$ cat src/rtl/i2c_pkg.sv
// Shared types and constants for the I2C responder.
//   state_e        : protocol FSM states
//   I2C_ADDR_W     : bus address width
//   I2C_BYTE_W     : data byte width
//   BYTES_PER_XFER : payload bytes per transfer
package i2c_pkg;

  localparam int I2C_ADDR_W     = 7;
  localparam int I2C_BYTE_W     = 8;
  localparam int BYTES_PER_XFER = 2;

  typedef enum logic [2:0] {
    IDLE,
    ADDR,
    ACK_ADDR,
    WR_BYTE,
    ACK_WR,
    RD_BYTE,
    ACK_RD,
    IGNORE
  } state_e;

  function automatic logic addr_match(input logic [I2C_BYTE_W-1:0] addr_rw,
                                      input logic [I2C_ADDR_W-1:0] addr);
    return addr_rw[I2C_BYTE_W-1:1] == addr;
  endfunction

endpackage

$ cat src/rtl/i2c_sync_edge.sv
// Synchroniser plus edge detector for one open-drain bus pin.
//   clk, rst : system clock, synchronous active-high reset
//   pin_i    : asynchronous pin level
//   level_o  : synchronised level
//   rise_o   : one-cycle pulse on a synchronised 0->1 transition
//   fall_o   : one-cycle pulse on a synchronised 1->0 transition
module i2c_sync_edge #(
  parameter int STAGES = 2
) (
  input  logic clk,
  input  logic rst,
  input  logic pin_i,
  output logic level_o,
  output logic rise_o,
  output logic fall_o
);

  logic [STAGES-1:0] sync_q;
  logic              prev_q;

  // Reset to the idle-bus level so reset itself never creates a START/STOP.
  always_ff @(posedge clk) begin
    if (rst) begin
      sync_q <= '1;
      prev_q <= 1'b1;
    end else begin
      sync_q <= {sync_q[STAGES-2:0], pin_i};
      prev_q <= sync_q[STAGES-1];
    end
  end

  assign level_o = sync_q[STAGES-1];
  assign rise_o  = sync_q[STAGES-1] & ~prev_q;
  assign fall_o  = ~sync_q[STAGES-1] & prev_q;

endmodule

$ cat src/rtl/i2c_slave.sv
// I2C responder: 7-bit address match, 2-byte write into rx_data, 2-byte
// read from tx_data. SDA is only ever pulled low (open-drain via sda_oe).
//   clk, rst         : system clock (>= 8x SCL), synchronous active-high reset
//   scl_in, sda_in   : bus pin levels
//   sda_oe           : 1 = pull SDA low
//   tx_data, tx_load : read payload and its capture pulse
//   rx_data, rx_valid: last complete write payload and its update pulse
//   rd_done          : pulse after the second read byte's master-ACK clock
//   busy             : addressed transfer in progress
//
// state    | meaning
// IDLE     | bus free, waiting for START
// ADDR     | shifting in address + R/W
// ACK_ADDR | pulling SDA low for the address ACK clock
// WR_BYTE  | shifting in a write byte
// ACK_WR   | pulling SDA low for a write-byte ACK clock
// RD_BYTE  | presenting read bits on each SCL fall
// ACK_RD   | SDA released, sampling master ACK/NACK
// IGNORE   | not addressed or transfer finished, wait for START/STOP
module i2c_slave
  import i2c_pkg::*;
#(
  parameter logic [I2C_ADDR_W-1:0] SLAVE_ADDR  = 7'h27,
  parameter int                    SYNC_STAGES = 2
) (
  input  logic        clk,
  input  logic        rst,
  input  logic        scl_in,
  input  logic        sda_in,
  output logic        sda_oe,
  input  logic [15:0] tx_data,
  output logic        tx_load,
  output logic [15:0] rx_data,
  output logic        rx_valid,
  output logic        rd_done,
  output logic        busy
);

  localparam logic LAST_BYTE = 1'(BYTES_PER_XFER - 1);

  logic scl_lvl, scl_rise, scl_fall;
  logic sda_lvl, sda_rise, sda_fall;
  logic start_c, stop_c;

  i2c_sync_edge #(.STAGES(SYNC_STAGES)) u_scl (
    .clk(clk), .rst(rst), .pin_i(scl_in),
    .level_o(scl_lvl), .rise_o(scl_rise), .fall_o(scl_fall)
  );

  i2c_sync_edge #(.STAGES(SYNC_STAGES)) u_sda (
    .clk(clk), .rst(rst), .pin_i(sda_in),
    .level_o(sda_lvl), .rise_o(sda_rise), .fall_o(sda_fall)
  );

  assign start_c = sda_fall & scl_lvl;
  assign stop_c  = sda_rise & scl_lvl;

  state_e                  state_q, state_d;
  logic [2:0]              bit_cnt_q, bit_cnt_d;
  logic                    byte_cnt_q, byte_cnt_d;
  logic [I2C_BYTE_W-1:0]   shift_q, shift_d;
  logic [I2C_BYTE_W-1:0]   rx_hi_q, rx_hi_d;
  logic [15:0]             tx_shift_q, tx_shift_d;
  logic                    rw_q, rw_d;
  logic                    ack_q, ack_d;
  logic                    sda_oe_q, sda_oe_d;
  logic                    busy_q, busy_d;
  logic [15:0]             rx_data_q, rx_data_d;
  logic                    rx_valid_q, rx_valid_d;
  logic                    tx_load_q, tx_load_d;
  logic                    rd_done_q, rd_done_d;
  logic [I2C_BYTE_W-1:0]   byte_in;

  assign byte_in = {shift_q[I2C_BYTE_W-2:0], sda_lvl};

  always_ff @(posedge clk) begin
    if (rst) begin
      state_q    <= IDLE;
      bit_cnt_q  <= '0;
      byte_cnt_q <= 1'b0;
      shift_q    <= '0;
      rx_hi_q    <= '0;
      tx_shift_q <= '0;
      rw_q       <= 1'b0;
      ack_q      <= 1'b0;
      sda_oe_q   <= 1'b0;
      busy_q     <= 1'b0;
      rx_data_q  <= '0;
      rx_valid_q <= 1'b0;
      tx_load_q  <= 1'b0;
      rd_done_q  <= 1'b0;
    end else begin
      state_q    <= state_d;
      bit_cnt_q  <= bit_cnt_d;
      byte_cnt_q <= byte_cnt_d;
      shift_q    <= shift_d;
      rx_hi_q    <= rx_hi_d;
      tx_shift_q <= tx_shift_d;
      rw_q       <= rw_d;
      ack_q      <= ack_d;
      sda_oe_q   <= sda_oe_d;
      busy_q     <= busy_d;
      rx_data_q  <= rx_data_d;
      rx_valid_q <= rx_valid_d;
      tx_load_q  <= tx_load_d;
      rd_done_q  <= rd_done_d;
    end
  end

  always_comb begin
    state_d    = state_q;
    bit_cnt_d  = bit_cnt_q;
    byte_cnt_d = byte_cnt_q;
    shift_d    = shift_q;
    rx_hi_d    = rx_hi_q;
    tx_shift_d = tx_shift_q;
    rw_d       = rw_q;
    ack_d      = ack_q;
    sda_oe_d   = sda_oe_q;
    busy_d     = busy_q;
    rx_data_d  = rx_data_q;
    rx_valid_d = 1'b0;
    tx_load_d  = 1'b0;
    rd_done_d  = 1'b0;

    if (start_c) begin
      state_d    = ADDR;
      bit_cnt_d  = '0;
      byte_cnt_d = 1'b0;
      sda_oe_d   = 1'b0;
      busy_d     = 1'b0;
    end else if (stop_c) begin
      state_d    = IDLE;
      bit_cnt_d  = '0;
      byte_cnt_d = 1'b0;
      sda_oe_d   = 1'b0;
      busy_d     = 1'b0;
    end else begin
      unique case (state_q)
        IDLE: sda_oe_d = 1'b0;

        ADDR: begin
          if (scl_rise) begin
            shift_d   = byte_in;
            bit_cnt_d = bit_cnt_q + 3'd1;
            if (bit_cnt_q == 3'd7) begin
              bit_cnt_d = '0;
              if (addr_match(byte_in, SLAVE_ADDR)) begin
                busy_d  = 1'b1;
                rw_d    = sda_lvl;
                state_d = ACK_ADDR;
                if (sda_lvl) begin
                  tx_shift_d = tx_data;
                  tx_load_d  = 1'b1;
                end
              end else begin
                state_d = IGNORE;
              end
            end
          end
        end

        // sda_oe doubles as the phase flag: the first fall starts the ACK
        // clock, the second fall ends it.
        ACK_ADDR: begin
          if (scl_fall) begin
            if (!sda_oe_q) begin
              sda_oe_d = 1'b1;
            end else if (rw_q) begin
              state_d    = RD_BYTE;
              sda_oe_d   = ~tx_shift_q[15];
              tx_shift_d = {tx_shift_q[14:0], 1'b0};
              bit_cnt_d  = '0;
            end else begin
              state_d   = WR_BYTE;
              sda_oe_d  = 1'b0;
              bit_cnt_d = '0;
            end
          end
        end

        WR_BYTE: begin
          sda_oe_d = 1'b0;
          if (scl_rise) begin
            shift_d   = byte_in;
            bit_cnt_d = bit_cnt_q + 3'd1;
            if (bit_cnt_q == 3'd7) begin
              bit_cnt_d = '0;
              state_d   = ACK_WR;
            end
          end
        end

        ACK_WR: begin
          if (scl_fall) begin
            if (!sda_oe_q) begin
              sda_oe_d = 1'b1;
            end else begin
              sda_oe_d  = 1'b0;
              bit_cnt_d = '0;
              if (byte_cnt_q == LAST_BYTE) begin
                state_d    = IGNORE;
                rx_data_d  = {rx_hi_q, shift_q};
                rx_valid_d = 1'b1;
              end else begin
                state_d    = WR_BYTE;
                rx_hi_d    = shift_q;
                byte_cnt_d = 1'b1;
              end
            end
          end
        end

        // Bit 0 of each byte is presented on entry; this counts the rest.
        RD_BYTE: begin
          if (scl_fall) begin
            if (bit_cnt_q == 3'd7) begin
              sda_oe_d  = 1'b0;
              bit_cnt_d = '0;
              state_d   = ACK_RD;
            end else begin
              sda_oe_d   = ~tx_shift_q[15];
              tx_shift_d = {tx_shift_q[14:0], 1'b0};
              bit_cnt_d  = bit_cnt_q + 3'd1;
            end
          end
        end

        ACK_RD: begin
          if (scl_rise) begin
            ack_d = ~sda_lvl;
          end else if (scl_fall) begin
            if (ack_q && byte_cnt_q != LAST_BYTE) begin
              state_d    = RD_BYTE;
              byte_cnt_d = 1'b1;
              bit_cnt_d  = '0;
              sda_oe_d   = ~tx_shift_q[15];
              tx_shift_d = {tx_shift_q[14:0], 1'b0};
            end else begin
              state_d   = IGNORE;
              sda_oe_d  = 1'b0;
              rd_done_d = (byte_cnt_q == LAST_BYTE);
            end
          end
        end

        IGNORE: sda_oe_d = 1'b0;

        default: begin
          state_d  = IDLE;
          sda_oe_d = 1'b0;
        end
      endcase
    end
  end

  assign sda_oe   = sda_oe_q;
  assign busy     = busy_q;
  assign rx_data  = rx_data_q;
  assign rx_valid = rx_valid_q;
  assign tx_load  = tx_load_q;
  assign rd_done  = rd_done_q;

endmodule

$ cat config.mk
export PLATFORM = sky130hd
export DESIGN_NAME = i2c_slave
export DESIGN_NICKNAME = d
export VERILOG_FILES = /design/src/rtl/i2c_pkg.sv /design/src/rtl/i2c_sync_edge.sv /design/src/rtl/i2c_slave.sv
export SDC_FILE = /design/constraint.sdc
export NUM_CORES = 1
export LEC_CHECK = 0
export BUFFER_PORTS_ARGS = -buffer_cell sky130_fd_sc_hd__buf_2
export CORE_ASPECT_RATIO = 0.6
export CORE_MARGIN = 10
export CORE_UTILIZATION = 45
export CTS_CLUSTER_DIAMETER = 200
export DETAILED_ROUTE_END_ITERATION = 10
export HOLD_SLACK_MARGIN = 0.1
export SKIP_CTS_REPAIR_TIMING = 1
export SYNTH_ARGS = -nofsm -noshare
export SYNTH_HDL_FRONTEND = slang
export SYNTH_SLANG_ARGS = --single-unit
$ cat constraint.sdc
create_clock -name clk -period 5.1 [get_ports clk]
set_input_delay 0.51 -clock clk [delete_from_list [all_inputs] [get_ports clk]]
set_output_delay 0.51 -clock clk [all_outputs]
set_load 0.05 [all_outputs]
==> results of run 1 <==
worst max-delay path, stage by stage (launching register included):
cell	delay [ns]
dfxtp_1	0.72
nor2b_1	0.24
o211ai_2	0.13
nand4_1	0.78
or4b_1	0.78
a21oi_1	0.14
cell families (layout without fill, tap and decap cells):
logic type      after synthesis  in the layout  share of synthesized area (%)
compound gates               93             93                          17.59
mux                          32             32                          10.07
xor+xnor                      1              1                         0.2754
simple gates                137            137                          23.05
flops                        68             68                          42.80
fa+ha+maj                     3              3                          1.180
buf+inv                      32             63                          5.035
area by class of cell:
cell class              instances  area (um2)  area share [%]
multi-input cells             266        1659           44.83
flip-flops and latches         68        1361           36.78
clock buffers                  13       270.3           7.302
repair buffers                 42       215.2           5.815
well taps                      87       108.9           2.941
clock inverters                 3       67.56           1.826
inverters                       5       18.77          0.5071
through the flow:
step | util (%) | total power (uW) | cells
final | 54.73 | 1353 | 484
after global routing | 54.73 | 1411 | 484
after CTS | 54.73 | 1366 | 484
after detailed placement | 49.73 | 675.7 | 468
after global placement | 49.73 | 675.9 | 468
after floorplan | - | 655.0 | 366
cell usage in the layout (no fill, tap or decap), drive strengths merged, types with 2 or more instances in the layout:
master	n
o21ai	26
nor2b	7
nand4	2
nand2	43
a21oi	45
nand2b	7
or3	18
and2b	2
mux2i	32
clkbuf	13
o22ai	2
a211o	2
or2	7
a31oi	3
buf	42
inv	5
ha	3
dfxtp	68
bufinv	2
nor2	32
and3	3
nand3	9
report_power, final:
part | internal, uW | switching, uW | total, uW
Sequential | 545 | 15.8 | 560
Clock | 468 | 219 | 687
Combinational | 39.5 | 66.4 | 106
state kept, by name (all words and copies together) (netlist names), 2 cells and up:
name	flops
u_scl.sync_q	2
rx_hi_q	8
rx_data	16
u_sda.sync_q	2
state_q	3
bit_cnt_q	3
tx_shift_q	16
shift_q	8
worst max path at each step:
stage | start | to | slack (ns)
2_1_floorplan | sda_oe$_SDFFE_PP0P_ | tx_shift_q[0]$_SDFFE_PP0P_ | 3.23
3_5_place_dp | bit_cnt_q[0]$_SDFFE_PP0P_ | tx_shift_q[0]$_SDFFE_PP0P_ | 2.27
5_1_grt | state_q[0]$_SDFFE_PP0P_ | tx_shift_q[0]$_SDFFE_PP0P_ | 1.96
4_1_cts | state_q[0]$_SDFFE_PP0P_ | tx_shift_q[0]$_SDFFE_PP0P_ | 2.26
6_report | state_q[0]$_SDFFE_PP0P_ | tx_shift_q[0]$_SDFFE_PP0P_ | 2.22
3_3_place_gp | state_q[0]$_SDFFE_PP0P_ | tx_shift_q[0]$_SDFFE_PP0P_ | 2.33
per-layer routing:
layer	global-route usage, %	up-vias	wire length, um	part of all wire (%)
met4	4.834	0	65	0.85
met1	20.87	1219	4025	53
li1	-	1334	-	-
met5	0	-	0	0
met3	5.031	6	559	7.3
met2	18.91	65	2993	39
==> reports/qor.csv, run 1 <==
stage,metric,value,unit
synthesis,post-synth top area cell,dfxtp_1,
clock_tree,worst skew pair latency,0.33,ns
min_path,Hold Path Class,in2reg,
synthesis,ranking of synthesized cells by area,"dfxtp_1 (43%), mux2i_1 (10%), a21oi_1 (7.1%)",
finish,# diodes,0,
sta,Max Freq,347.4,MHz
sta,Least-Margin Pin Slew,0.9799,ns
finish,fill count,654,
sta,slew margin rel.,34.43,%
pwr,Power per Cell Area,365.6,nW/um2
synthesis,Mapped Nets,389,
sta,Pins Over Slew Limit,0,
route,DRT antenna net count,0,
synthesis,main flop type after synthesis,dfxtp_1,
placed_design,input/output buffers,40,
clock_tree,Sinks on Clock Net,68,
synthesis,area of the mapped netlist,3181,um2
critical_path,reg-to-reg startpoint,state_q[0]$_SDFFE_PP0P_,
route,via count,2624,
sta,Final Cycle Share,56.44,%
synthesis,Yosys reg bits,68,
route,initial DRC count,253,
placed_design,Place WS,2.270,ns
min_path,Worst Min Path Start,scl_in,
die,DIE AREA,10940,um2
finish,Layout area overhead,16.37,%
critical_path,Crit. End Element,flop,
placed_design,hpwl dp,5295,um
min_path,worst hold stages,2,
critical_path,R2R Setup Slk,2.22,ns
route,WL per Instance,15.79,um
synthesis,"top cells by count, synth","dfxtp_1 (68), a21oi_1 (45), nand2_1 (41), mux2i_1 (32), nor2_1 (32)",
critical_path,worst reg2reg endpoint,tx_shift_q[0]$_SDFFE_PP0P_,
clock_tree,Root Buffer,clkbuf_16,
die,# rows,23,
synthesis,"Distinct cells, synth",56,
job,Max Cap Viol,0,
synthesis,"Seq/Total Area, Yosys",42.80,%
clock_tree,Max Buffers Root-to-Sink,2,
die,die height,85.12,um
pwr,Pleak,0.001525,uW
die,Die W,128.5,um
route,first drt pass iteration count,4,
sta,RSZ-0062 raised after global routing,no,
min_path,hold path endpoint,u_scl.sync_q[0]$_SDFF_PP1_,
synthesis,number of synthesized flops with an enable pin,0,
route,final WL,7644,um
grt,initial antenna violation count,0,
synthesis,Synth Instances,366,
clock_tree,CTS tree,built,
grt,GR Overflow Total,0,
critical_path,Required @ worst endpoint,5.35,ns
pwr,worst vdd ir,0.2039,mV
critical_path,Crit Path Class,reg2reg,
synthesis,fraction of registers with async set or reset after synthesis,0,%
die,Top-Level Pins,41,
clock_tree,clock-pin slew of the registers on the worst-case setup and hold paths,0.06,ns
critical_path,WP data arrival,3.13,ns
critical_path,critical path startpoint category,flop,
sta,WHS,0.3620,ns
grt,Tot GR Track Use,14.37,%
critical_path,R2R depth,5,
synthesis,Syn Area/Cell,8.690,um2
status,status,"complete, no violations",
synthesis,Syn. warnings,0,
critical_path,CP max FO,32,
grt,global-route wire length before repair,12880,um
finish,Finished Cell Area,3701,um2
die,initial core utilization,47.03,%
sta,Final setup violation count,0,
sta,Fin. Hold Viols,0,
finish,layout cell share with drive strength beyond 1,19.40,%
placed_design,gpl congestion,0.8893,
clock_tree,Num CTS Buffers,9,
sta,clock period minus final worst setup slack,2.879,ns
route,Via density,5.421,
placed_design,DP Area,3363,um2
synthesis,top-area cell type share of the netlist area,42.80,%
grt,vias in the first global route,2488,
route,Remaining DRCs,0,
die,core area,6763,um2
grt,largest net degree at the start of global routing,61,
clock_tree,# H-tree levels,3,
sta,Worst Skew,0.006559,ns
finish,Post-layout nets,415,
sta,setup TNS,0,ns
sta,Final WS setup,2.221,ns
synthesis,most frequent cell after synthesis,dfxtp_1,
Note: power is estimated with default switching activity, not from simulation.
==> run 2, diff against run 1 <==
Clock period 5.1 ns to 2.95 ns, I/O delays scaled along.
==> run 2 against run 1 <==
Non-clock buffer count rose by 3. Sequential cell count did not move. Clock skew barely moved. Combinational power rose by 83%. Sequential share of layout area fell by 0.44 points. Count of clock-buffer cells in the layout fell by 2. Fmax rose by 25%. Cell area rose by 1.2%. Power rose by 80%. Largest cell class unchanged. Largest power group unchanged.
==> reports/qor.csv, run 2 (synthesized netlist as in run 1, its figures left out) <==
stage,metric,value,unit
status,status,"complete, no violations",
route,DRT antenna net count,0,
route,Remaining DRCs,0,
pwr,worst vdd ir,0.4673,mV
placed_design,placed instance count,471,
pwr,Pint,1890,uW
die,Die W,128.5,um
clock_tree,Max Buffers Root-to-Sink,2,
min_path,Worst Min Path Start,scl_in,
pwr,Comb pwr share,8.0,%
finish,"commonest non-fill, non-tap cells in the layout","dfxtp_1 (68), a21oi_1 (45), nand2_1 (41)",
sta,Max Freq,434.1,MHz
route,via count,2659,
finish,"most common cell after layout, fill and taps aside",dfxtp_1,
clock_tree,worst skew pair latency,0.34,ns
placed_design,Place WS,0.6982,ns
min_path,Hold Path Class,in2reg,
finish,layout cell share with drive strength beyond 1,20.25,%
pwr,Power per Cell Area,651.4,nW/um2
clock_tree,Sinks on Clock Net,68,
sta,slew margin rel.,44.15,%
die,Top-Level Pins,41,
sta,Fin. Hold Viols,0,
sta,Least-Margin Pin Slew,0.8366,ns
finish,# diodes,0,
placed_design,hpwl dp,5474,um
placed_design,gpl congestion,0.9149,
grt,GR Overflow Total,0,
critical_path,reg-to-reg startpoint,state_q[2]$_SDFFE_PP0P_,
pwr,Pleak,0.001553,uW
finish,Layout area overhead,17.78,%
sta,WHS,0.1355,ns
sta,Final setup violation count,0,
sta,Pins Over Slew Limit,0,
sta,Final WS setup,0.6464,ns
sta,clock period minus final worst setup slack,2.304,ns
sta,Final Cycle Share,78.09,%
grt,global-route wire length before repair,13110,um
critical_path,CP max FO,24,
critical_path,WP data arrival,2.52,ns
grt,vias in the first global route,2517,
sta,setup TNS,0,ns
finish,post-layout util,55.39,%
clock_tree,CTS tree,built,
route,first drt pass iteration count,4,
clock_tree,clock-pin slew of the registers on the worst-case setup and hold paths,0.06,ns
placed_design,input/output buffers,40,
sta,RSZ-0062 raised after global routing,no,
sta,Worst Skew,0.006334,ns
critical_path,Crit Path Class,reg2reg,
grt,largest net degree at the start of global routing,33,
critical_path,Required @ worst endpoint,3.16,ns
route,Via density,5.460,
critical_path,R2R Setup Slk,0.65,ns
job,Max Cap Viol,0,
clock_tree,Num CTS Buffers,9,
finish,Post-layout nets,418,
critical_path,Crit. End Element,flop,
route,WL per Instance,16.46,um
clock_tree,# H-tree levels,3,
critical_path,critical path startpoint category,flop,
die,core area,6763,um2
clock_tree,Root Buffer,clkbuf_16,
pwr,sw frac,22.56,%
pwr,Psw,550.5,uW
grt,initial antenna violation count,0,
min_path,hold path endpoint,u_scl.sync_q[0]$_SDFF_PP1_,
pwr,power share of the sequential group,39.8,%
die,die height,85.12,um
finish,count of non-filler cells in the finished layout,487,
critical_path,R2R depth,5,
grt,Tot GR Track Use,14.91,%
die,initial core utilization,47.03,%
critical_path,worst reg2reg endpoint,rx_hi_q[1]$_SDFFE_PP0P_,
route,initial DRC count,245,
route,final WL,8017,um
min_path,worst hold stages,2,
pwr,clock share of power,52.2,%
die,# rows,23,
die,DIE AREA,10940,um2
[run 2: changes by cell type in the layout (fill, tap and decap cells not counted), sizes merged]
cell	change
clkinvlp	-1
buf	+3
bufinv	+1
clkbuf	-2
clkinv	+2
[run 2: per-layer routing]
| metal | wire (um) | vias to the layer above | part of all wire [%] | track usage, % |
|---|---|---|---|---|
| li1 | - | 1338 | - | - |
| met1 | 4029 | 1218 | 50 | 20.47 |
| met2 | 3152 | 97 | 39 | 19.74 |
| met3 | 775 | 6 | 9.7 | 7.826 |
| met4 | 59 | 0 | 0.74 | 3.726 |
| met5 | 0 | - | 0 | 0 |
[run 2: through the flow]
step	total power [uW]	instance area, um2
after global placement	1177	3386
after CTS	2457	3746
after detailed placement	1179	3386
final	2440	3746
after floorplan	1132	3181
after global routing	2535	3746
[run 2: layout make-up]
| cell class | count | area (um2) |
|---|---|---|
| fill | 615 | 3017 |
| multi-input combinational | 266 | 1659 |
| sequential | 68 | 1361 |
| clock buffer | 11 | 252.7 |
| timing repair buffer | 45 | 237.7 |
| tap | 87 | 108.9 |
| clock inverter | 5 | 107.6 |
| inverter | 5 | 18.77 |
[run 2: worst max-delay path by stage]
stage                                        from                           to  slack (ns)  depth (start not counted)
final                     state_q[2]$_SDFFE_PP0P_      rx_hi_q[1]$_SDFFE_PP0P_        0.65                          5
after global routing      state_q[0]$_SDFFE_PP0P_   tx_shift_q[9]$_SDFFE_PP0P_        0.37                          6
after CTS                 state_q[0]$_SDFFE_PP0P_  tx_shift_q[13]$_SDFFE_PP0P_        0.68                          6
after detailed placement  state_q[1]$_SDFFE_PP0P_  tx_shift_q[13]$_SDFFE_PP0P_        0.70                          6
after global placement    state_q[2]$_SDFFE_PP0P_      rx_hi_q[2]$_SDFFE_PP0P_        0.68                          5
after floorplan               sda_oe$_SDFFE_PP0P_   tx_shift_q[0]$_SDFFE_PP0P_        1.08                          5
[run 2: power groups by stage]
stage	Combinational, uW	Clock [uW]	Sequential (uW)
final	194	1270	971
after global routing	217	1340	974
after CTS	191	1300	969
after detailed placement	190	0	989
after global placement	187	0	990
after floorplan	157	0	976
[run 2: critical path, cell delays in order, from the launching register on]
cell,delay [ns]
dfxtp_1,0.86
and2b_1,0.30
nand3_2,0.13
or3_1,0.59
mux2i_1,0.23
nor2_1,0.06
==> run 3, diff against run 2 <==
Settings changed: PLACE_DENSITY set to 0.67.
Clock period 2.95 ns to 2 ns, I/O delays scaled along.
==> run 3 against run 2 <==
Setup slack worse by 0.55 ns. Sequential cell count stayed put. Global-route usage up 0.13 points. First-iteration DRC count rose by 34%. Largest cell class unchanged. Wire length grew 4.9%. Critical endpoint is now tx_shift_q[15]$_SDFFE_PP0P_. Combinational power is 100% higher. Critical path type unchanged. Largest power group unchanged. Highest routed layer unchanged.
==> reports/qor.csv, run 3 (synthesized netlist as in run 1, its figures left out) <==
stage,metric,value,unit
grt,global-route wire length before repair,13420,um
finish,# diodes,0,
status,status,"complete, no violations",
grt,initial antenna violation count,0,
die,initial core utilization,47.03,%
placed_design,input/output buffers,40,
sta,Pins Over Slew Limit,0,
grt,Tot GR Track Use,15.03,%
sta,Least-Margin Pin Slew,0.6309,ns
sta,Worst Skew,0.004429,ns
finish,footprint of the multi-input gates,1703,um2
sta,Fin. Hold Viols,0,
clock_tree,Sinks on Clock Net,68,
grt,vias in the first global route,2658,
route,Via density,5.531,
die,Top-Level Pins,41,
critical_path,Crit. End Element,flop,
finish,fill count,576,
clock_tree,# H-tree levels,3,
pwr,Pleak,0.001733,uW
finish,"commonest non-fill, non-tap cells in the layout","dfxtp_1 (65), a21oi_1 (44), nand2_1 (41), buf_2 (41), buf_4 (34)",
min_path,Hold Path Class,in2reg,
sta,setup TNS,0,ns
route,initial DRC count,328,
sta,Final Cycle Share,95.21,%
route,Remaining DRCs,0,
die,# rows,23,
clock_tree,Root Buffer,clkbuf_16,
placed_design,hpwl dp,5975,um
route,first drt pass iteration count,5,
clock_tree,Max Buffers Root-to-Sink,2,
finish,FF+latch area,1365,um2
die,core area,6763,um2
route,via count,2904,
die,Die W,128.5,um
die,DIE AREA,10940,um2
finish,count of non-filler cells in the finished layout,525,
finish,post-layout util,60.54,%
finish,Layout area overhead,28.72,%
sta,Final setup violation count,0,
clock_tree,clock-pin slew of the registers on the worst-case setup and hold paths,0.06,ns
critical_path,CP max FO,7,
clock_tree,CTS tree,built,
job,Max Cap Viol,0,
route,DRT antenna net count,0,
pwr,Total Power,3504,uW
route,final WL,8413,um
sta,slew margin rel.,57.89,%
grt,largest net degree at the start of global routing,33,
sta,Max Freq,525.1,MHz
critical_path,Required @ worst endpoint,2.26,ns
placed_design,gpl congestion,0.9612,
die,die height,85.12,um
grt,GR Overflow Total,0,
finish,"most common cell after layout, fill and taps aside",dfxtp_1,
finish,layout cell share with drive strength beyond 1,28.77,%
route,WL per Instance,16.02,um
critical_path,WP data arrival,2.16,ns
placed_design,placed instance count,503,
sta,RSZ-0062 raised after global routing,no,
pwr,Power per Cell Area,856.0,nW/um2
finish,Post-layout nets,456,
sta,WHS,0.2316,ns
critical_path,critical path startpoint category,flop,
clock_tree,worst skew pair latency,0.33,ns
sta,clock period minus final worst setup slack,1.904,ns
pwr,worst vdd ir,0.5011,mV
clock_tree,Num CTS Buffers,9,
critical_path,Crit Path Class,reg2reg,
## run 3: changes by cell type in the layout (fill, tap and decap cells not counted), moves of 2 or more
cell / change
buf_12: +3
buf_4: +29
dfxtp_2: +3
ha_4: +2
dfxtp_1: -3
dlygate4sd3_1: +2
buf_6: +3
clkbuf_8: -2
ha_1: -2
## run 3: metal layers
layer / GRT usage (%) / routed length [um]
met1: 21.64 / 4164
met3: 5.404 / 686
met5: 0 / 0
met2: 20.43 / 3498
met4: 3.927 / 63
## run 3: worst paths after layout
| check | startpoint | to | slack [ns] | cells past startpoint |
|---|---|---|---|---|
| max | bit_cnt_q[0]$_SDFFE_PP0P_ | tx_shift_q[15]$_SDFFE_PP0P_ | 0.1 | 9 |
| min | tx_data[0] | tx_shift_q[0]$_SDFFE_PP0P_ | 0.23 | 3 |
| max reg2reg | bit_cnt_q[0]$_SDFFE_PP0P_ | tx_shift_q[15]$_SDFFE_PP0P_ | 0.1 | 9 |
| min reg2reg | u_scl.sync_q[0]$_SDFF_PP1_ | u_scl.sync_q[1]$_SDFF_PP1_ | 0.41 | 1 |
## run 3: worst max-delay path: stages, from the launching register on
cell	delay, ns
dfxtp_2	0.34
ha_4	0.17
ha_4	0.16
nor2b_1	0.11
a211o_1	0.14
nand4_1	0.10
buf_4	0.17
buf_6	0.13
or3_1	0.35
a21oi_1	0.17
## run 3: area by class of cell
class | count | area share, %
clock inverters | 7 | 2.414
flip-flops and latches | 68 | 33.34
inverters | 5 | 0.4584
well taps | 87 | 2.659
multi-input cells | 266 | 41.60
repair buffers | 83 | 14.03
clock buffers | 9 | 5.501
## run 3: report_power, final
part	switching [uW]	internal (uW)
sequential	23.4	1390
combinational	222	174
clock	601	1100
total	846	2660
## run 3: metrics by stage
| step | instance area, um2 | setup WS (ns) |
|---|---|---|
| final | 4094 | 0.09573 |
| after CTS | 3975 | -0.06290 |
| after global routing | 4094 | 0.0009264 |
| after floorplan | 3181 | 0.1319 |
| after detailed placement | 3651 | -0.03526 |
| after global placement | 3651 | 0.02466 |
